===== src/rtl/alu_scan_master.sv =====
// Command/response front end for the bit-serial ALU scan harness: serialises the
// operation over tdi, pulses sample, then collects the result bits from tdo.
//
// state   | meaning
// IDLE    | waiting for a command (cmd_ready high)
// SHIFT   | sending {op2, op1, w, funct3, ashr, sub} MSB first on tdi
// SAMPLE  | one-cycle sample strobe to the harness
// WAIT    | one cycle while tdo still holds a stale bit
// CAPTURE | shifting ltu, lt, eq, result[XLEN-1:0] in from tdo
// RESP    | response held until rsp_ready
module alu_scan_master #(
  parameter int XLEN = 64
) (
  input  logic            clk,
  input  logic            rst_n,
  input  logic            cmd_valid,
  output logic            cmd_ready,
  input  logic            cmd_sub,
  input  logic            cmd_ashr,
  input  logic [2:0]      cmd_funct3,
  input  logic            cmd_w,
  input  logic [XLEN-1:0] cmd_op1,
  input  logic [XLEN-1:0] cmd_op2,
  output logic            rsp_valid,
  input  logic            rsp_ready,
  output logic [XLEN-1:0] rsp_result,
  output logic            rsp_eq,
  output logic            rsp_lt,
  output logic            rsp_ltu,
  output logic            tdi,
  output logic            sample,
  input  logic            tdo
);

  localparam int SLEN = 2 * XLEN + 6;
  localparam int CLEN = XLEN + 3;
  localparam int CW   = $clog2(SLEN + 1);

  typedef enum logic [2:0] {
    IDLE    = 3'd0,
    SHIFT   = 3'd1,
    SAMPLE  = 3'd2,
    WAIT    = 3'd3,
    CAPTURE = 3'd4,
    RESP    = 3'd5
  } state_t;

  state_t            state;
  logic [SLEN-1:0]   s_reg;
  logic [CLEN-1:0]   c_reg;
  logic [CW-1:0]     cnt;

  // All serial-link and handshake outputs decode registered state only.
  assign cmd_ready = (state == IDLE);
  assign rsp_valid = (state == RESP);
  assign tdi       = (state == SHIFT) && s_reg[SLEN-1];
  assign sample    = (state == SAMPLE);
  assign {rsp_ltu, rsp_lt, rsp_eq, rsp_result} = c_reg;

  always_ff @(posedge clk or negedge rst_n) begin
    if (!rst_n) begin
      state <= IDLE;
      s_reg <= '0;
      c_reg <= '0;
      cnt   <= '0;
    end else begin
      case (state)
        IDLE: begin
          if (cmd_valid) begin
            s_reg <= {cmd_op2, cmd_op1, cmd_w, cmd_funct3, cmd_ashr, cmd_sub};
            cnt   <= '0;
            state <= SHIFT;
          end
        end
        SHIFT: begin
          s_reg <= s_reg << 1;
          if (cnt == CW'(SLEN - 1)) begin
            cnt   <= '0;
            state <= SAMPLE;
          end else begin
            cnt <= cnt + 1'b1;
          end
        end
        SAMPLE: begin
          cnt   <= '0;
          state <= WAIT;
        end
        WAIT: begin
          cnt   <= '0;
          state <= CAPTURE;
        end
        CAPTURE: begin
          c_reg <= {c_reg[CLEN-2:0], tdo};
          if (cnt == CW'(CLEN - 1)) begin
            cnt   <= '0;
            state <= RESP;
          end else begin
            cnt <= cnt + 1'b1;
          end
        end
        RESP: begin
          if (rsp_ready) begin
            cnt   <= '0;
            state <= IDLE;
          end
        end
        default: begin
          cnt   <= '0;
          state <= IDLE;
        end
      endcase
    end
  end

endmodule


===== config.mk =====
export PLATFORM = sky130hd
export DESIGN_NAME = alu_scan_master
export DESIGN_NICKNAME = d
export VERILOG_FILES = /design/src/rtl/alu_scan_master.sv
export SDC_FILE = /design/constraint.sdc
export NUM_CORES = 1
export LEC_CHECK = 0
export BUFFER_PORTS_ARGS = -buffer_cell sky130_fd_sc_hd__clkbuf_2
export CAP_MARGIN = 15
export CORE_ASPECT_RATIO = 1.25
export CORE_MARGIN = 1
export CORE_UTILIZATION = 45
export CTS_CLUSTER_DIAMETER = 150
export DETAILED_ROUTE_END_ITERATION = 8
export PLACE_DENSITY = 0.69
export SYNTH_ARGS = -nofsm -noshare
export SYNTH_HDL_FRONTEND = slang
export SYNTH_SLANG_ARGS = --single-unit

===== constraint.sdc =====
create_clock -name clk -period 2.6 [get_ports clk]
set_clock_uncertainty 0.05 [all_clocks]
set_input_delay 0.52 -clock clk [delete_from_list [all_inputs] [get_ports clk]]
set_output_delay 0.52 -clock clk [all_outputs]
set_load 0.01 [all_outputs]

==> impl_summary.log, run 1 <==
[metrics] type of element launching the critical path: flip-flop
[metrics] setup repair after global routing missed its margin: no
[metrics] Setup Viol. Count Final: 0
[metrics] clock root buffer: sky130_fd_sc_hd__clkbuf_16
[metrics] via count of the first global-routing pass: 6952
[metrics] Yosys warning count: 0
[metrics] IO buf count: 209
[metrics] failing checks: negative hold slack
[metrics] number of H-tree levels: 1
[metrics] worst reg2reg endpoint: state[0]
[metrics] overall routed net length: 20.4 mm
[metrics] run status: finished, violations left
[metrics] Mapped Area: 8900 um^2
[metrics] Rows: 57
[metrics] synthesized netlist cell count: 879
[metrics] Iteration-0 DRC Markers: 429
[metrics] flip-flop count of the largest register after layout: 134
[metrics] #FFs+latches synth: 212
[metrics] element type at the critical path end: output pin
[metrics] cells on worst reg2reg path: 5
[metrics] core region area: 19400 um^2
[metrics] all-layer global routing usage: 20.5%
[metrics] Reg2Reg Launch Point: state[1]
[metrics] slew of the pin with the lowest slew margin: 0.632 ns
[metrics] Min-Delay Path Class: in -> async
[metrics] data required time at the worst endpoint: 2.03 ns
[metrics] number of distinct library cells after synthesis: 40
[metrics] post-DR vias/cell: 5.16
[metrics] number of optimization iterations in the first detailed-route pass: 4
[metrics] final worst-path cycle share: 93.3%
[metrics] wire length of the first global-routing pass: 34.1 mm
[metrics] sequential area share after synthesis: 59.6%
[metrics] signed area change from the synthesized netlist to the final layout: 23.9%
[metrics] crit path max fanout: 12
[metrics] number of remaining DRC errors: 0
[metrics] slack of the worst reg-to-reg path: 0.57 ns
[metrics] sequential cell area: 5310 um^2
[metrics] remaining antenna violation count after routing: 0
[metrics] Starting Density: 45.9%
[metrics] Pleak: 5.35 nW
[metrics] Yosys top cell area share: 59.6%
[metrics] initial antenna violation count: 0
[metrics] TNS Setup: 0 ns
[metrics] Wirelength per Cell: 15.1 um
[metrics] max cap viols: 0
[metrics] clock buffer count from CTS: 22
[metrics] Final Hold Vio Count: 8
[metrics] total power: 0.0131 W
[metrics] most common library cell in the layout ignoring fill and taps: sky130_fd_sc_hd__dfrtp_1
[metrics] global route total overflow: 0
[metrics] f_max: 412 MHz
[metrics] category of the most critical setup path: reg -> out
[metrics] clock latency reported for the late side of the worst-skew pair: 0.51 ns
[metrics] time the worst path needs with I/O delays and setup: 2.42 ns
[metrics] net count reported at finish: 1214
[metrics] clock transition at the registers of the reported paths: 0.06 ns
[metrics] post-cts hold buffer count: 0
[metrics] Ant. Diodes: 0
[metrics] Die Span Y: 159 um
[metrics] die width: 128 um
[metrics] post-detailed-placement half-perimeter wirelength: 13.0 mm
[metrics] overall die area: 20300 um^2
[metrics] Slew Limit Headroom: 57.9%
[metrics] number of synthesized flops with an enable pin: 0
[metrics] Vias: 6970
[metrics] I/O pins: 210
[metrics] maximum number of pins on one net before global-route repair: 95
[metrics] number of pins with negative max-slew slack in the final report: 0
[metrics] most used flip-flop cell after synthesis: sky130_fd_sc_hd__dfrtp_1
[metrics] total clock sinks: 212
[metrics] Power Dens Cells: 1190 nW/um^2
[metrics] leading cell types in the layout, fill and taps excluded: sky130_fd_sc_hd__dfrtp_1 (211), sky130_fd_sc_hd__clkbuf_2 (208), sky130_fd_sc_hd__nor2_1 (205), sky130_fd_sc_hd__nand2_1 (146), sky130_fd_sc_hd__o22ai_1 (72)
[metrics] mean post-synth cell area: 10.1 um^2
[metrics] Layout fillers: 1774
[metrics] asr flop ratio synth: 100%
[metrics] TritonCTS clock tree: built
[metrics] ratio of cells with drive above 1 in the final layout: 28.7%
[metrics] crit path DAT: 1.85 ns
[metrics] routability cong.: 0.748
[metrics] WHS: -0.0161 ns
[metrics] top post-synthesis cells by area: sky130_fd_sc_hd__dfrtp_1 (60%), sky130_fd_sc_hd__nor2_1 (8.6%), sky130_fd_sc_hd__nand2_1 (6.2%)
[metrics] combined area of the multi-input logic cells: 3300 um^2
[metrics] cell type with the highest aggregate area in the netlist: sky130_fd_sc_hd__dfrtp_1
[metrics] VDD IR-drop max: 0.688 mV
[metrics] Clock Tree Buf Depth: 3
[metrics] total nets after synthesis: 1021
==> worst max path at each step <==
stage                     startpoint   endpoint  slack, ns  cells past startpoint
after floorplan             state[1]        tdi       0.49                      6
after global placement      state[0]        tdi       0.50                      3
after detailed placement    state[0]  s_reg[61]       0.48                      4
after CTS                   state[1]        tdi       0.04                      3
after global routing        state[1]        tdi       0.07                      3
final                       state[1]        tdi       0.18                      3
==> routing by layer <==
metal / wire length, um / track usage, % / part of all wire [%] / vias to the layer above
li1: - / - / - / 3392
met5: 0 / 0 / 0 / -
met4: 358 / 5.61 / 1.8 / 0
met2: 9310 / 32.3 / 46 / 202
met3: 1500 / 5.01 / 7.3 / 28
met1: 9270 / 28.2 / 45 / 3348
==> stage by stage <==
step / cell area [um^2] / util, % / std cells / setup slack [ns]
2_1_floorplan: 8900 / - / 879 / 0.493
3_3_place_gp: 10200 / 52.6 / 1307 / 0.501
3_5_place_dp: 10200 / 52.6 / 1307 / 0.479
4_1_cts: 11000 / 56.6 / 1346 / 0.0398
5_1_grt: 11000 / 56.8 / 1352 / 0.0715
6_report: 11000 / 56.8 / 1352 / 0.175
==> timing repair <==
item                       CTS  global route
gates resized for setup      1             0
pin swaps                    0             1
buffers inserted             0             5
setup endpoints to repair    1             1
gates cloned                 0             1
==> Yosys cell counts, types with 2 or more instances <==
cell type                  number
sky130_fd_sc_hd__buf_2         30
sky130_fd_sc_hd__o211ai_1       2
sky130_fd_sc_hd__a21oi_1        4
sky130_fd_sc_hd__mux2_1        30
sky130_fd_sc_hd__nand2_1      146
sky130_fd_sc_hd__clkbuf_1      20
sky130_fd_sc_hd__ha_1           3
sky130_fd_sc_hd__o21ai_0        2
sky130_fd_sc_hd__nor3_1         6
sky130_fd_sc_hd__inv_1          4
sky130_fd_sc_hd__mux2_2        37
sky130_fd_sc_hd__buf_1          4
sky130_fd_sc_hd__a31oi_1       66
sky130_fd_sc_hd__o22ai_1       72
sky130_fd_sc_hd__o21a_1         3
sky130_fd_sc_hd__nor2_1       205
sky130_fd_sc_hd__nand3_1        4
sky130_fd_sc_hd__buf_4          8
sky130_fd_sc_hd__dfrtp_1      212
==> kinds of logic (layout without fill, tap and decap cells) <==
group | after synthesis | in the layout | share of synthesized area, %
AO/OA/AOI/OAI | 154 | 154 | 11.0
XOR/XNOR | 1 | 1 | 0.0984
adder cells (fa/ha/maj) | 3 | 3 | 0.422
buffers and inverters | 66 | 273 | 3.54
flip-flops | 212 | 212 | 59.6
multiplexers | 68 | 68 | 8.65
AND/OR/NAND/NOR | 375 | 376 | 16.7
==> where the power goes <==
| group | leakage (nW) | switching, W | total, W | internal [W] |
|---|---|---|---|---|
| Combinational | 2.45 | 0.00258 | 0.00442 | 0.00183 |
| Clock | 0.381 | 0.00129 | 0.00339 | 0.00210 |
| Sequential | 2.52 | 0.000759 | 0.00534 | 0.00458 |
==> cell type report <==
class / instances / share of cell area (%)
Timing Repair Buffer: 230 / 11.7
Inverter: 4 / 0.136
Sequential cell: 212 / 48.1
Tap cell: 265 / 3.01
Clock inverter: 6 / 1.28
Multi-Input combinational cell: 602 / 29.9
Clock buffer: 33 / 5.82
==> critical path, stage by stage (launching register included) <==
cell and delay [ns]:
sky130_fd_sc_hd__dfrtp_1 0.54, sky130_fd_sc_hd__or3b_4 0.52, sky130_fd_sc_hd__nor2_1 0.13, sky130_fd_sc_hd__clkbuf_2 0.14
Power figures use the tool's default switching activity.
==> run 2, diff against run 1 <==
Settings changed: PLACE_DENSITY 0.69 to 0.71.
Clock period 2.6 ns to 2.2 ns, I/O delays scaled along.
==> run 2 against run 1 <==
  * The run now ends clean
  * Final cell count barely moved
  * Routed wire length fell by 1.3%
  * Largest power group unchanged
  * Sequential share of layout area barely moved
  * Non-clock buffer count rose by 1
  * Die area did not move
  * Power rose by 17%
  * Combinational power rose by 22%
  * Flip-flop and latch count did not move
  * Sequential power rose by 17%
  * Critical path depth did not move
  * Cell area barely moved
  * Largest cell class unchanged
  * Worst hold slack improved by 0.11 ns
==> impl_summary.log, run 2 (synthesized netlist as in run 1, its figures left out) <==
[metrics] run status: finished clean
[metrics] number of stages on the worst hold path: 3
[metrics] Final Hold Vio Count: 0
[metrics] Pleak: 5.35 nW
[metrics] most common library cell in the layout ignoring fill and taps: sky130_fd_sc_hd__dfrtp_1
[metrics] Power Dens Cells: 1400 nW/um^2
[metrics] Min-Delay Path Class: in -> reg
[metrics] total power: 0.0154 W
[metrics] slew of the pin with the lowest slew margin: 0.594 ns
[metrics] overall die area: 20300 um^2
[metrics] ratio of cells with drive above 1 in the final layout: 28.8%
[metrics] remaining antenna violation count after routing: 0
[metrics] final worst-path cycle share: 96.3%
[metrics] flip-flop count of the largest register after layout: 134
[metrics] all-layer global routing usage: 20.2%
[metrics] net count reported at finish: 1215
[metrics] final instance area: 11000 um^2
[metrics] type of element launching the critical path: flip-flop
[metrics] leading cell types in the layout, fill and taps excluded: sky130_fd_sc_hd__dfrtp_1 (210), sky130_fd_sc_hd__clkbuf_2 (208), sky130_fd_sc_hd__nor2_1 (205), sky130_fd_sc_hd__nand2_1 (146), sky130_fd_sc_hd__o22ai_1 (72)
[metrics] Iteration-0 DRC Markers: 446
[metrics] crit path DAT: 1.63 ns
[metrics] maximum number of pins on one net before global-route repair: 106
[metrics] TNS Setup: 0 ns
[metrics] element type at the critical path end: output pin
[metrics] number of remaining DRC errors: 0
[metrics] Rows: 57
[metrics] number of cells after detailed placement: 1308
[metrics] Layout Cells excl Fill: 1351
[metrics] number of optimization iterations in the first detailed-route pass: 5
[metrics] die width: 128 um
[metrics] signed area change from the synthesized netlist to the final layout: 23.8%
[metrics] Wirelength per Cell: 14.9 um
[metrics] Slew Limit Headroom: 60.4%
[metrics] clock latency reported for the late side of the worst-skew pair: 0.51 ns
[metrics] clock buffer count from CTS: 23
[metrics] via count of the first global-routing pass: 6814
[metrics] max cap viols: 0
[metrics] time the worst path needs with I/O delays and setup: 2.12 ns
[metrics] VDD IR-drop max: 0.900 mV
[metrics] data required time at the worst endpoint: 1.71 ns
[metrics] core region area: 19400 um^2
[metrics] clock transition at the registers of the reported paths: 0.06 ns
[metrics] post-detailed-placement half-perimeter wirelength: 13.0 mm
[metrics] number of H-tree levels: 1
[metrics] total clock sinks: 212
[metrics] TritonCTS clock tree: built
[metrics] IO buf count: 209
[metrics] Clock Tree Buf Depth: 3
[metrics] f_max: 472 MHz
[metrics] area after detailed placement: 10300 um^2
[metrics] cells on worst reg2reg path: 5
[metrics] initial antenna violation count: 0
[metrics] category of the most critical setup path: reg -> out
[metrics] Starting Density: 45.9%
[metrics] Die Span Y: 159 um
[metrics] Final Util: 56.8%
[metrics] clock root buffer: sky130_fd_sc_hd__clkbuf_16
[metrics] Ant. Diodes: 0
[metrics] number of pins with negative max-slew slack in the final report: 0
[metrics] crit path max fanout: 2
[metrics] global route total overflow: 0
[metrics] overall routed net length: 20.2 mm
[metrics] I/O pins: 210
[metrics] routability cong.: 0.748
[metrics] wire length of the first global-routing pass: 33.7 mm
[metrics] Setup Viol. Count Final: 0
[metrics] Vias: 6994
[metrics] setup repair after global routing missed its margin: no
[metrics] post-DR vias/cell: 5.18
run 2: layout make-up:
cell class,instances,area (um^2)
clock inverters,6,65.1
fillers,1700,8380
multi-input cells,601,3290
well taps,265,332
repair buffers,231,1350
inverters,4,15.0
flip-flops and latches,212,5310
clock buffers,32,659
run 2: routing by layer:
layer,vias to the layer above,track usage [%],wire length [um],share of wire [%]
met5,-,0,0,0
li1,3401,-,-,-
met4,0,5.35,374,1.9
met1,3351,28.4,8960,44
met3,24,5.51,1690,8.3
met2,218,31.1,9170,45
run 2: repair_timing:
action | CTS | global route
gates resized for setup | 2 | 0
buffers inserted | 2 | 2
pin swaps | 1 | 0
endpoints found under the setup margin | 1 | 1
hold buffers | 1 | 0
gates cloned | 0 | 0
hold endpoints to repair | 22 | 0
run 2: final timing paths:
check,slack (ns),end,startpoint
max,0.08,tdi,state[1]
min,0.09,s_reg[0],cmd_sub
max reg2reg,0.20,s_reg[108],state[2]
min reg2reg,0.45,s_reg[99],s_reg[99]
max in group asynchronous,1.07,s_reg[105],rst_n
min in group asynchronous,0.34,s_reg[113],rst_n
run 2: critical path: stages (launching register included):
cell and delay [ns]:
sky130_fd_sc_hd__dfrtp_2 0.42, sky130_fd_sc_hd__or3b_4 0.41, sky130_fd_sc_hd__nor2_1 0.13, sky130_fd_sc_hd__clkbuf_2 0.17
run 2: report_power, final:
part	internal, W	switching, W
registers	0.00541	0.000823
clock network	0.00220	0.00154
logic	0.00227	0.00312
run 2: stage by stage:
step | hold WS, ns | setup WS [ns]
6_report | 0.0930 | 0.0819
5_1_grt | 0.0952 | 0.0467
4_1_cts | 0.0757 | 0.0238
3_5_place_dp | 0.297 | 0.270
3_3_place_gp | 0.297 | 0.309
2_1_floorplan | 0.0944 | 0.173
